<file path="src/rtl/cbsc_mac_param_if.sv">
// Start/done handshake, operand and result bundle for the CBSC multiply-accumulate unit.
interface cbsc_mac_param_if #(
  parameter int W     = 7,
  parameter int ACC_W = 8
);
  logic             start;
  logic [W-1:0]     x;
  logic [W-1:0]     w;
  logic [ACC_W-1:0] z_in;
  logic [1:0]       mode;
  logic             busy;
  logic             done;
  logic [ACC_W-1:0] q;
  logic [W-1:0]     p_out;

  modport master (
    output start, x, w, z_in, mode,
    input  busy, done, q, p_out
  );

  modport slave (
    input  start, x, w, z_in, mode,
    output busy, done, q, p_out
  );
endinterface

</file>
<file path="src/rtl/cbsc_mac_param.sv">
// Counter-based stochastic multiply-accumulate: x is compared against a bit-reversed
// counter for w cycles, the ones are counted into p, then p is added per mode.
module cbsc_mac_param #(
  parameter int W     = 7,
  parameter int ACC_W = 8,
  parameter int SAT   = 1
) (
  input logic             clk,
  input logic             rst,
  cbsc_mac_param_if.slave bus
);
  typedef enum logic [1:0] {IDLE, RUN, SUM} state_t;

  state_t           state_reg, state_next;
  logic [W-1:0]     x_reg, dc_reg, c_reg, pc_reg, p_reg;
  logic [ACC_W-1:0] z_reg, q_reg, q_next, addend;
  logic [1:0]       mode_reg;
  logic             done_reg;
  logic [W-1:0]     c_rev;
  logic             sn;
  logic [ACC_W:0]   sum;

  // Bit-reversed reference counter gives the low-discrepancy comparison sequence.
  generate
    for (genvar gi = 0; gi < W; gi++) begin : g_rev
      assign c_rev[gi] = c_reg[W-1-gi];
    end
  endgenerate

  assign sn = (x_reg > c_rev);

  always_comb begin
    addend = '0;
    case (mode_reg)
      2'b00:   addend = z_reg;
      2'b01:   addend = q_reg;
      default: addend = '0;
    endcase
    sum    = {1'b0, addend} + {{(ACC_W+1-W){1'b0}}, pc_reg};
    q_next = sum[ACC_W-1:0];
    if (sum[ACC_W] && (SAT != 0)) begin
      q_next = '1;
    end
  end

  always_ff @(posedge clk or posedge rst) begin
    if (rst) begin
      state_reg <= IDLE;
    end else begin
      state_reg <= state_next;
    end
  end

  always_comb begin
    state_next = state_reg;
    case (state_reg)
      IDLE: if (bus.start) state_next = (bus.w != '0) ? RUN : SUM;
      RUN:  if (dc_reg == W'(1)) state_next = SUM;
      SUM:  state_next = IDLE;
      default: state_next = IDLE;
    endcase
  end

  always_ff @(posedge clk or posedge rst) begin
    if (rst) begin
      x_reg    <= '0;
      dc_reg   <= '0;
      c_reg    <= '0;
      pc_reg   <= '0;
      p_reg    <= '0;
      z_reg    <= '0;
      q_reg    <= '0;
      mode_reg <= '0;
      done_reg <= 1'b0;
    end else begin
      done_reg <= 1'b0;
      case (state_reg)
        IDLE: begin
          if (bus.start) begin
            x_reg    <= bus.x;
            dc_reg   <= bus.w;
            z_reg    <= bus.z_in;
            mode_reg <= bus.mode;
            c_reg    <= '0;
            pc_reg   <= '0;
          end
        end
        RUN: begin
          pc_reg <= pc_reg + {{(W-1){1'b0}}, sn};
          c_reg  <= c_reg + W'(1);
          dc_reg <= dc_reg - W'(1);
        end
        SUM: begin
          p_reg    <= pc_reg;
          q_reg    <= q_next;
          done_reg <= 1'b1;
        end
        default: ;
      endcase
    end
  end

  assign bus.busy  = (state_reg == RUN) || (state_reg == SUM);
  assign bus.done  = done_reg;
  assign bus.q     = q_reg;
  assign bus.p_out = p_reg;
endmodule
</file>
<file path="src/flat_wrapper.sv">
// flat-port wrapper written by rule: the top's interface ports become plain ports
module cbsc_mac_param_flat 
#(
  parameter int W     = 7,
  parameter int ACC_W = 8,
  parameter int SAT   = 1
)
  (clk, rst, bus_start, bus_x, bus_w, bus_z_in, bus_mode, bus_busy, bus_done, bus_q, bus_p_out);
  cbsc_mac_param_if #(.W(W), .ACC_W(ACC_W)) bus_i ();
  input logic clk;
  input logic rst;
  input wire logic [$bits(bus_i.start)-1:0] bus_start;
  input wire logic [$bits(bus_i.x)-1:0] bus_x;
  input wire logic [$bits(bus_i.w)-1:0] bus_w;
  input wire logic [$bits(bus_i.z_in)-1:0] bus_z_in;
  input wire logic [$bits(bus_i.mode)-1:0] bus_mode;
  output wire logic [$bits(bus_i.busy)-1:0] bus_busy;
  output wire logic [$bits(bus_i.done)-1:0] bus_done;
  output wire logic [$bits(bus_i.q)-1:0] bus_q;
  output wire logic [$bits(bus_i.p_out)-1:0] bus_p_out;
  assign bus_i.start = bus_start;
  assign bus_i.x = bus_x;
  assign bus_i.w = bus_w;
  assign bus_i.z_in = bus_z_in;
  assign bus_i.mode = bus_mode;
  assign bus_busy = bus_i.busy;
  assign bus_done = bus_i.done;
  assign bus_q = bus_i.q;
  assign bus_p_out = bus_i.p_out;
  cbsc_mac_param #(.W(W), .ACC_W(ACC_W), .SAT(SAT)) u_core (.clk(clk), .rst(rst), .bus(bus_i));
endmodule
</file>
<file path="config.mk">
export PLATFORM = sky130hd
export DESIGN_NAME = cbsc_mac_param_flat
export DESIGN_NICKNAME = d
export VERILOG_FILES = /design/src/rtl/cbsc_mac_param_if.sv /design/src/rtl/cbsc_mac_param.sv /design/src/flat_wrapper.sv
export SDC_FILE = /design/constraint.sdc
export NUM_CORES = 1
export LEC_CHECK = 0
export CAP_MARGIN = 5
export CORE_AREA = 2 2 83 85
export CTS_BUF_LIST = sky130_fd_sc_hd__clkbuf_8
export DETAILED_ROUTE_END_ITERATION = 12
export DIE_AREA = 0 0 85 87
export GPL_TIMING_DRIVEN = 0
export PLACE_DENSITY_LB_ADDON = 0.2
export SLEW_MARGIN = 10
export SYNTH_ARGS = -nofsm -noshare
export SYNTH_HDL_FRONTEND = slang
export SYNTH_SLANG_ARGS = --single-unit
</file>
<file path="constraint.sdc">
create_clock -name clk -period 2.2 [get_ports clk]
set_input_delay 0.33 -clock clk [delete_from_list [all_inputs] [get_ports clk]]
set_output_delay 0.33 -clock clk [all_outputs]
set_load 0.05 [all_outputs]
</file>
# After elaboration in Yosys (flattened, before gate mapping)
# Index checks and enable logic that the tools add are counted.
dict set report op_classes {
  addsub 4
  mul 0
  n_div 0
  magnitude_cmp 1
  n_eq_ne 6
  n_shift 0
  muxes 12
  n_bitwise 0
  n_reduce_logical 8
}
# cell n
set ops {}
lappend ops {{$pmux 7 s2} 3}
lappend ops {{$pmux 8 s2} 1}
lappend ops {{$mux 7} 2}
lappend ops {{$add 8x7->9} 1}
lappend ops {{$mux 8} 1}
lappend ops {{$add 7x1->7} 1}
lappend ops {{$add 7x1->7 const B} 1}
lappend ops {{$eq 7x1->1 const B} 1}
lappend ops {{$gt 7x7->1} 1}
lappend ops {{$reduce_bool 7->1} 1}
lappend ops {{$sub 7x1->7 const B} 1}
lappend ops {{$mux 2} 3}
lappend ops {{$reduce_and 2->1} 3}
lappend ops {{$eq 2x1->1 const B} 2}
lappend ops {{$logic_not 2->1} 2}
lappend ops {{$pmux 2 s2} 1}
lappend ops {{$eq 2x2->1 const B} 1}
lappend ops {{$ne 2x1->1 const B} 1}
lappend ops {{$ne 2x2->1 const B} 1}
lappend ops {{$reduce_bool 2->1} 1}
lappend ops {{$logic_or 1x1->1} 1}
lappend ops {{$mux 1} 1}
dict set report word_totals {
  register_bits 56
  latch_bits 0
  ramBits 0
  rom_bits 0
  inputBits 27
  output_inout_bits 17
  word_cells 41
  memories 0
}

# Longest topological paths before layout
# Gate-level depths: netlist (run 1).
dict set report depth {
  word_depth 4
  mapped_depth 13
  ltp_nobuf 13
}

# Worst setup path after synthesis (run 1)
# OpenSTA, ideal clock, no wires.
dict set report synth_path {
  path_type {register -> register}
  startpoint {reg u_core.q_reg[0] (netlist: u_core.bus.q[0])}
  endpoint {reg u_core.q_reg[7] (netlist: u_core.bus.q[7])}
  setup_time_ns 0.133
  arrival_ns 2.329
  required_ns 2.067
  path_slack_ns -0.261
  path_stages_with_launch 10
  path_buffers 0
  period_less_slack_ns 2.461
  cell_sequence {dfrtp_1 mux2i_1 nor2_1 ha_1 fa_1 a21oi_1 o21ai_1 a21o_1 a2111oi_1 nor2b_1}
}
dict set report synth_via {
  elab_chain_len 3
}
# element line
set synth_rtl {}
lappend synth_rtl {{start: declaration} cbsc_mac_param.sv:16} ;# logic [ACC_W-1:0] z_reg, q_reg, q_next, addend;
lappend synth_rtl {{start signal: assignment} cbsc_mac_param.sv:95} ;# q_reg <= q_next;
lappend synth_rtl {{$pmux 8 s2} cbsc_mac_param.sv:34} ;# case (mode_reg)
lappend synth_rtl {{$add 8x7->9} cbsc_mac_param.sv:39} ;# sum = {1'b0, addend} + {{(ACC_W+1-W){1'b0}}, pc_reg};
lappend synth_rtl {{$mux 8} cbsc_mac_param.sv:41} ;# if (sum[ACC_W] && (SAT != 0)) begin
# Every way passes these cells.
# A chain may end at the register's enable or synchronous reset.

# Worst setup path after layout (run 1)
dict set report layout_path {
  startpoint {reg u_core.c_reg[5]}
  endpoint {reg u_core.pc_reg[6]}
}
dict set report layout_via {
  elab_chain_len 3
}
# element line
set layout_rtl {}
lappend layout_rtl {{start: declaration} cbsc_mac_param.sv:15} ;# logic [W-1:0] x_reg, dc_reg, c_reg, pc_reg, p_reg;
lappend layout_rtl {{start signal: assignment} cbsc_mac_param.sv:90} ;# c_reg <= c_reg + W'(1);
lappend layout_rtl {{$gt 7x7->1} cbsc_mac_param.sv:30} ;# assign sn = (x_reg > c_rev);
lappend layout_rtl {{$add 7x1->7} cbsc_mac_param.sv:89} ;# pc_reg <= pc_reg + {{(W-1){1'b0}}, sn};
lappend layout_rtl {{$pmux 7 s2} cbsc_mac_param.sv:77} ;# case (state_reg)
lappend layout_rtl {{end signal: assignment} cbsc_mac_param.sv:89}
lappend layout_rtl {{end: declaration} cbsc_mac_param.sv:15}
# Every way passes these cells.

==> reports/results.ini, run 1 <==
[synth]
synthesis.nets=360
synth_commonest_cells=56 x dfrtp_1, 35 x nor2_1, 24 x mux2_2, 22 x ha_1, 18 x inv_1
synth_area_um2=3226
synth_area_leaders=dfrtp_1 43%, ha_1 8.5%, mux2_2 8.4%
synth_top_area_share_pct=43.44
synth_warnings=0
synthArstFlopShare_pct=100.0
syn-mean-instance-area_um2=10.41
ys_seq_area_share_pct=43.44
synth_ff_type=dfrtp_1
yosysUniqueCellTypes=55
ys_seq_elements=56
synth-edff-count=0
synth_top_area_cell=dfrtp_1
yosysMostFrequentCell=dfrtp_1
syn_inst=310

[floorplanning]
die_y_um=87
die_x_um=85
num_io_pins=44
die-area_um2=7395
fp.coreArea_um2=6569
num_rows=30
start_util_pct=49.10

[global_routing]
overflow=0
antenna_found_initial=0
grt_pass1_wl_mm=10.63
grt.total_usage_pct=18.05
grt_pass1_vias=2276
grt_start_max_net_pins=37

[power]
vdd_drop_max_mv=0.7329
p_per_area_nw_per_um2=1346
leakage_uw=0.001715
p_total_uw=5348

[status]
outcome=finished with violations
violations=negative setup slack

[final_layout]
diodes=0
drive_gt1_share_pct=19.01
num-nets-final=412
fill_cells=558
area_delta_synth_final_pct=23.20

[critical_path]
rr_startpoint=u_core.c_reg[5]
cp_cell_sequence=inv_2, ha_4, nor2b_4, o21a_1, o21a_1, o21bai_1, a21oi_2, ha_2, ha_4, and4_4, nand3_2, xor2_1, nor2_1
critPathBufInv=1
r2r-end=u_core.pc_reg[6]
slowest_delay_ps=400
arrival_ps=2460
r2r_cells=13
path_class=flop to flop
end_kind=flop
critPathTopFamily=adder cells
cp.required_ps=2390
slowest_stage=dfrtp_1
cp-start-kind=flop
crit_fanout=2
regToRegSetupSlack_ps=-70

[sta]
rsz0062_at_grt=yes
setup_violations=3
setup_slack_ps=-70.11
fin_crit_sh_pct=103.2
hold_viol=0
max_clock_freq_mhz=440.5
fin_skew_ps=6.350
tns_ps=-104.0
worst_pin_slew_ps=578.7
drv_slew=0
relSlewSlack_pct=61.42
fin_crit_ps=2270

[detailed_routing]
drt_iter0_markers=100
routed_wl_mm=6.420
ant_nets=0
drc_errors=0
vias=2406
route.detailed.wl_per_inst_um=14.49
drtPass1Iterations=4
viasPerCell=5.431

[clock_tree]
cts_root_buffer=clkbuf_8
cts_tree=done
worstSkewPairLatency_ps=310
h-tree-depth=2
clk_path_buf_depth=2
clk_pin_slew_ps=100
cts.sinks=56
cts_buffers=5

[job]
drv_cap=0

[place]
place.gp.congestion=0.9397
port_buffers=42
dp_hpwl_mm=4.769

[worst_hold_path]
hp-class=primary input to asynchronous set/reset pin

-- worst reg2reg max path, cell delays in order (launching register included) --
cell and delay [ps]:
dfrtp_1 400, inv_2 90, ha_4 200, nor2b_4 120
o21a_1 160, o21a_1 160, o21bai_1 150, a21oi_2 80
ha_2 200, ha_4 160, and4_4 190, nand3_2 70
xor2_1 140, nor2_1 50
-- repair_timing --
action,CTS,global route
setup endpoints to repair,11,15
hold buffers,0,0
resized for setup,8,5
buffers inserted,3,0
pin swaps,5,2
-- power by group --
group / internal, uW / switching [uW]
Clock: 252 / 326
Combinational: 1310 / 1710
Sequential: 1430 / 324
-- per-stage QoR --
| step | hold WS, ps | std cells | util [%] | setup slack [ps] | area (um^2) |
|---|---|---|---|---|---|
| after CTS | 367.6 | 443 | 60.21 | -93.94 | 3955 |
| after floorplan | 478.7 | 310 | - | 3.207 | 3243 |
| after global routing | 411.0 | 443 | 60.50 | -169.1 | 3974 |
| after detailed placement | 496.5 | 433 | 57.60 | -176.8 | 3784 |
| after global placement | 492.8 | 432 | 57.30 | -770.1 | 3764 |
| final | 358.8 | 443 | 60.50 | -70.11 | 3974 |
-- cell families after synthesis --
logic type	Yosys count	synth area share [%]
fa+ha+maj	23	9.154
mux	37	12.68
buf+inv	31	4.111
simple gates	88	13.54
compound gates	61	13.27
xor+xnor	14	3.801
flops	56	43.44
-- routing by layer --
metal | vias to the layer above | track usage (%) | routed length (um)
li1 | 1205 | - | -
met1 | 1142 | 23.42 | 2973
met2 | 46 | 30.82 | 3089
met3 | 13 | 2.559 | 231
met4 | 0 | 6.638 | 125
met5 | - | 0 | 0
-- cells in the final DEF, fill, tap and decap left out, drive strengths merged, types with 2 or more instances in the layout --
master and count:
nor2 37, inv 18, a31oi 6, mux2i 12, nand3 13, nand2 14
dfrtp 56, clkinv 2, xnor2 9, o21bai 2, a32oi 2, nor2b 6
mux2 25, clkdlybuf4s50 41, xor2 5, a21oi 12, nor4 2, and4 2
o21ai 17, nor3 4, or3 3, o21a 4, nand3b 2, nand2b 3
a41oi 2, buf 11, clkbuf 11, o211ai 3, ha 22, a21o 2
-- final cells by class --
cell class                 instances  area, um^2  share of cell area (%)
buffer                            12       61.31                   1.543
sequential                        56        1403                   35.30
clock inverter                     2       10.01                  0.2519
timing repair buffer              46       478.0                   12.03
inverter                          18       67.56                   1.700
multi-input combinational        223        1772                   44.58
tap                               80       100.1                   2.519
clock buffer                       6       82.58                   2.078
-- worst max-delay path by stage --
stage,start,endpoint,depth (start not counted)
after floorplan,u_core.c_reg[5],u_core.pc_reg[6],13
after global placement,rst,u_core.bus.q[0],2
after detailed placement,u_core.c_reg[5],u_core.pc_reg[6],13
after CTS,u_core.c_reg[5],u_core.pc_reg[6],13
after global routing,u_core.c_reg[5],u_core.pc_reg[6],13
final,u_core.c_reg[5],u_core.pc_reg[6],13
Note: power is estimated with default switching activity, not from simulation.
==> run 2, diff against run 1 <==
--- a/config.mk
+++ b/config.mk
@@ -6,13 +6,13 @@
 export NUM_CORES = 1
 export LEC_CHECK = 0
 export CAP_MARGIN = 5
-export CORE_AREA = 2 2 83 85
+export CORE_AREA = 4 4 85 87
 export CTS_BUF_LIST = sky130_fd_sc_hd__clkbuf_8
 export DETAILED_ROUTE_END_ITERATION = 12
-export DIE_AREA = 0 0 85 87
+export DIE_AREA = 0 0 89 91
 export GPL_TIMING_DRIVEN = 0
 export PLACE_DENSITY_LB_ADDON = 0.2
-export SLEW_MARGIN = 10
+export SLEW_MARGIN = 30
 export SYNTH_ARGS = -nofsm -noshare
 export SYNTH_HDL_FRONTEND = slang
 export SYNTH_SLANG_ARGS = --single-unit
==> run 2 against run 1 <==
The flow still finishes with violations (negative setup slack); maximum frequency is 1.4% lower; worst hold slack worse by 88 ps; worst setup slack worse by 33 ps; die area is 9.5% higher; combinational power is 2% higher; largest power group unchanged; highest routed layer unchanged.
==> reports/results.ini, run 2 (synthesized netlist as in run 1, its figures left out) <==
[status]
outcome=finished with violations
violations=negative setup slack

[power]
leakage_uw=0.001734  ; +1.1%
p_total_uw=5441  ; +1.7%
vdd_drop_max_mv=1.060  ; +45%
p_per_area_nw_per_um2=1347  ; +0.10%

[sta]
tns_ps=-244.0  ; -140.0 ps
fin_crit_sh_pct=104.7  ; +1.5 points
worst_pin_slew_ps=583.8  ; +5.151 ps
hold_viol=0  ; unchanged
setup_slack_ps=-102.7  ; -32.64 ps
relSlewSlack_pct=60.31  ; -1.1 points
holdWs_ps=270.7  ; -88.09 ps
fin_crit_ps=2303  ; +32.64 ps
max_clock_freq_mhz=434.3  ; -1.4%
drv_slew=0  ; unchanged
fin_skew_ps=7.548  ; +1.198 ps
setup_violations=5  ; +2
rsz0062_at_grt=yes

[global_routing]
grt_pass1_vias=2406  ; +5.7%
overflow=0  ; unchanged
antenna_found_initial=0  ; unchanged
grt.total_usage_pct=17.31  ; -0.74 points
grt_pass1_wl_mm=11.30  ; +6.3%
grt_start_max_net_pins=46  ; +24%

[final_layout]
area_delta_synth_final_pct=25.21
final_common_cell=dfrtp_1
seq_area_um2=1404  ; about the same
design_area_um2=4039  ; +1.6%
multi_input_area_um2=1807  ; +2.0%
num-nets-final=417  ; +1.2%
drive_gt1_share_pct=21.20  ; +2.2 points
final_cell_mix=54 x dfrtp_1, 41 x clkdlybuf4s50_1, 33 x nor2_1
post-route-util_pct=63.61  ; +3.1 points
fill_cells=519  ; -7.0%
diodes=0  ; unchanged

[clock_tree]
h-tree-depth=2  ; unchanged
cts.sinks=56  ; unchanged
clk_pin_slew_ps=100  ; about the same
clk_path_buf_depth=2  ; unchanged
cts_buffers=5  ; unchanged
cts_tree=done
cts_root_buffer=clkbuf_8
worstSkewPairLatency_ps=310  ; about the same

[critical_path]
cp.required_ps=2390  ; about the same
rr_startpoint=u_core.c_reg[5]
crit_fanout=2  ; unchanged
arrival_ps=2490  ; +30 ps
r2r-end=u_core.pc_reg[6]
path_class=flop to flop
cp-start-kind=flop
r2r_cells=13  ; unchanged
end_kind=flop
regToRegSetupSlack_ps=-100  ; -30 ps

[detailed_routing]
drtPass1Iterations=4  ; unchanged
wl_met3_um=345  ; +49%
ant_nets=0  ; unchanged
route.detailed.wl_per_inst_um=15.09  ; +4.1%
drc_errors=0  ; unchanged
top_layer_used=met4
drt-met1-wl_mm=3.140  ; +5.6%
vias=2445  ; +1.6%
wl_met2_mm=3.117  ; +0.91%
drt_iter0_markers=83  ; -17%
viasPerCell=5.494  ; +1.2%
routed_wl_mm=6.715  ; +4.6%

[floorplanning]
num_rows=29  ; -3.3%
fp.coreArea_um2=6350  ; -3.3%
start_util_pct=50.80  ; +1.7 points
die_x_um=89  ; +4.7%
num_io_pins=44  ; unchanged
die_y_um=91  ; +4.6%
die-area_um2=8099  ; +9.5%

[place]
port_buffers=42  ; unchanged
place.gp.congestion=0.8579  ; -8.7%
dp_hpwl_mm=4.923  ; +3.2%
placed_area_um2=3790  ; +0.17%

[job]
drv_cap=0  ; unchanged

[worst_hold_path]
hp-class=primary input to asynchronous set/reset pin

## run 2: final cells by class
type	count	area share, %
Timing Repair Buffer	52	12.83
Multi-Input combinational cell	223	44.73
Clock buffer	6	2.045
Inverter	18	1.735
Clock inverter	2	0.2788
Buffer	11	1.239
Sequential cell	56	34.76
Tap cell	77	2.385
## run 2: what timing repair did
item | CTS | global route
hold endpoints to repair | 0 | 0
hold buffers | 0 | 0
setup buffers | 8 | 1
gates resized for setup | 10 | 11
endpoints found under the setup margin | 13 | 15
pin swaps | 10 | 11
## run 2: per-layer routing
layer  vias to the layer above  global-route usage, %
met5                         -                      0
met4                         0                  4.591
met3                        10                  3.348
met2                        59                  26.98
met1                      1166                  24.67
li1                       1210                      -
## run 2: worst max-delay path, stage by stage, from the launching register on
cell      delay (ps)
dfrtp_1          400
inv_2             90
ha_4             200
nor2b_4          120
o21a_1           160
o21a_1           160
o21bai_1         160
a21oi_2           80
ha_2             200
ha_4             160
and4_4           180
nand3_2           70
xor2_1           140
nor2_1            60
## run 2: through the flow
stage / cells / worst slack [ps]
finish: 445 / -102.7
global route: 445 / -220.3
CTS: 445 / -138.0
detailed placement: 430 / -204.9
global placement: 429 / -750.5
floorplan: 310 / 3.207
## run 2: report_power, final
group          internal [uW]  switching (uW)
Clock                    252             336
Sequential              1430             331
Combinational           1340            1750
## run 2: worst max-delay path by stage
stage / slack, ps / endpoint / from
2_1_floorplan: 3 / u_core.pc_reg[6] / u_core.c_reg[5]
3_3_place_gp: -750 / u_core.bus.q[0] / rst
3_5_place_dp: -200 / u_core.pc_reg[6] / u_core.c_reg[5]
4_1_cts: -140 / u_core.pc_reg[6] / u_core.c_reg[5]
5_1_grt: -220 / u_core.pc_reg[6] / u_core.c_reg[5]
6_report: -100 / u_core.pc_reg[6] / u_core.c_reg[5]
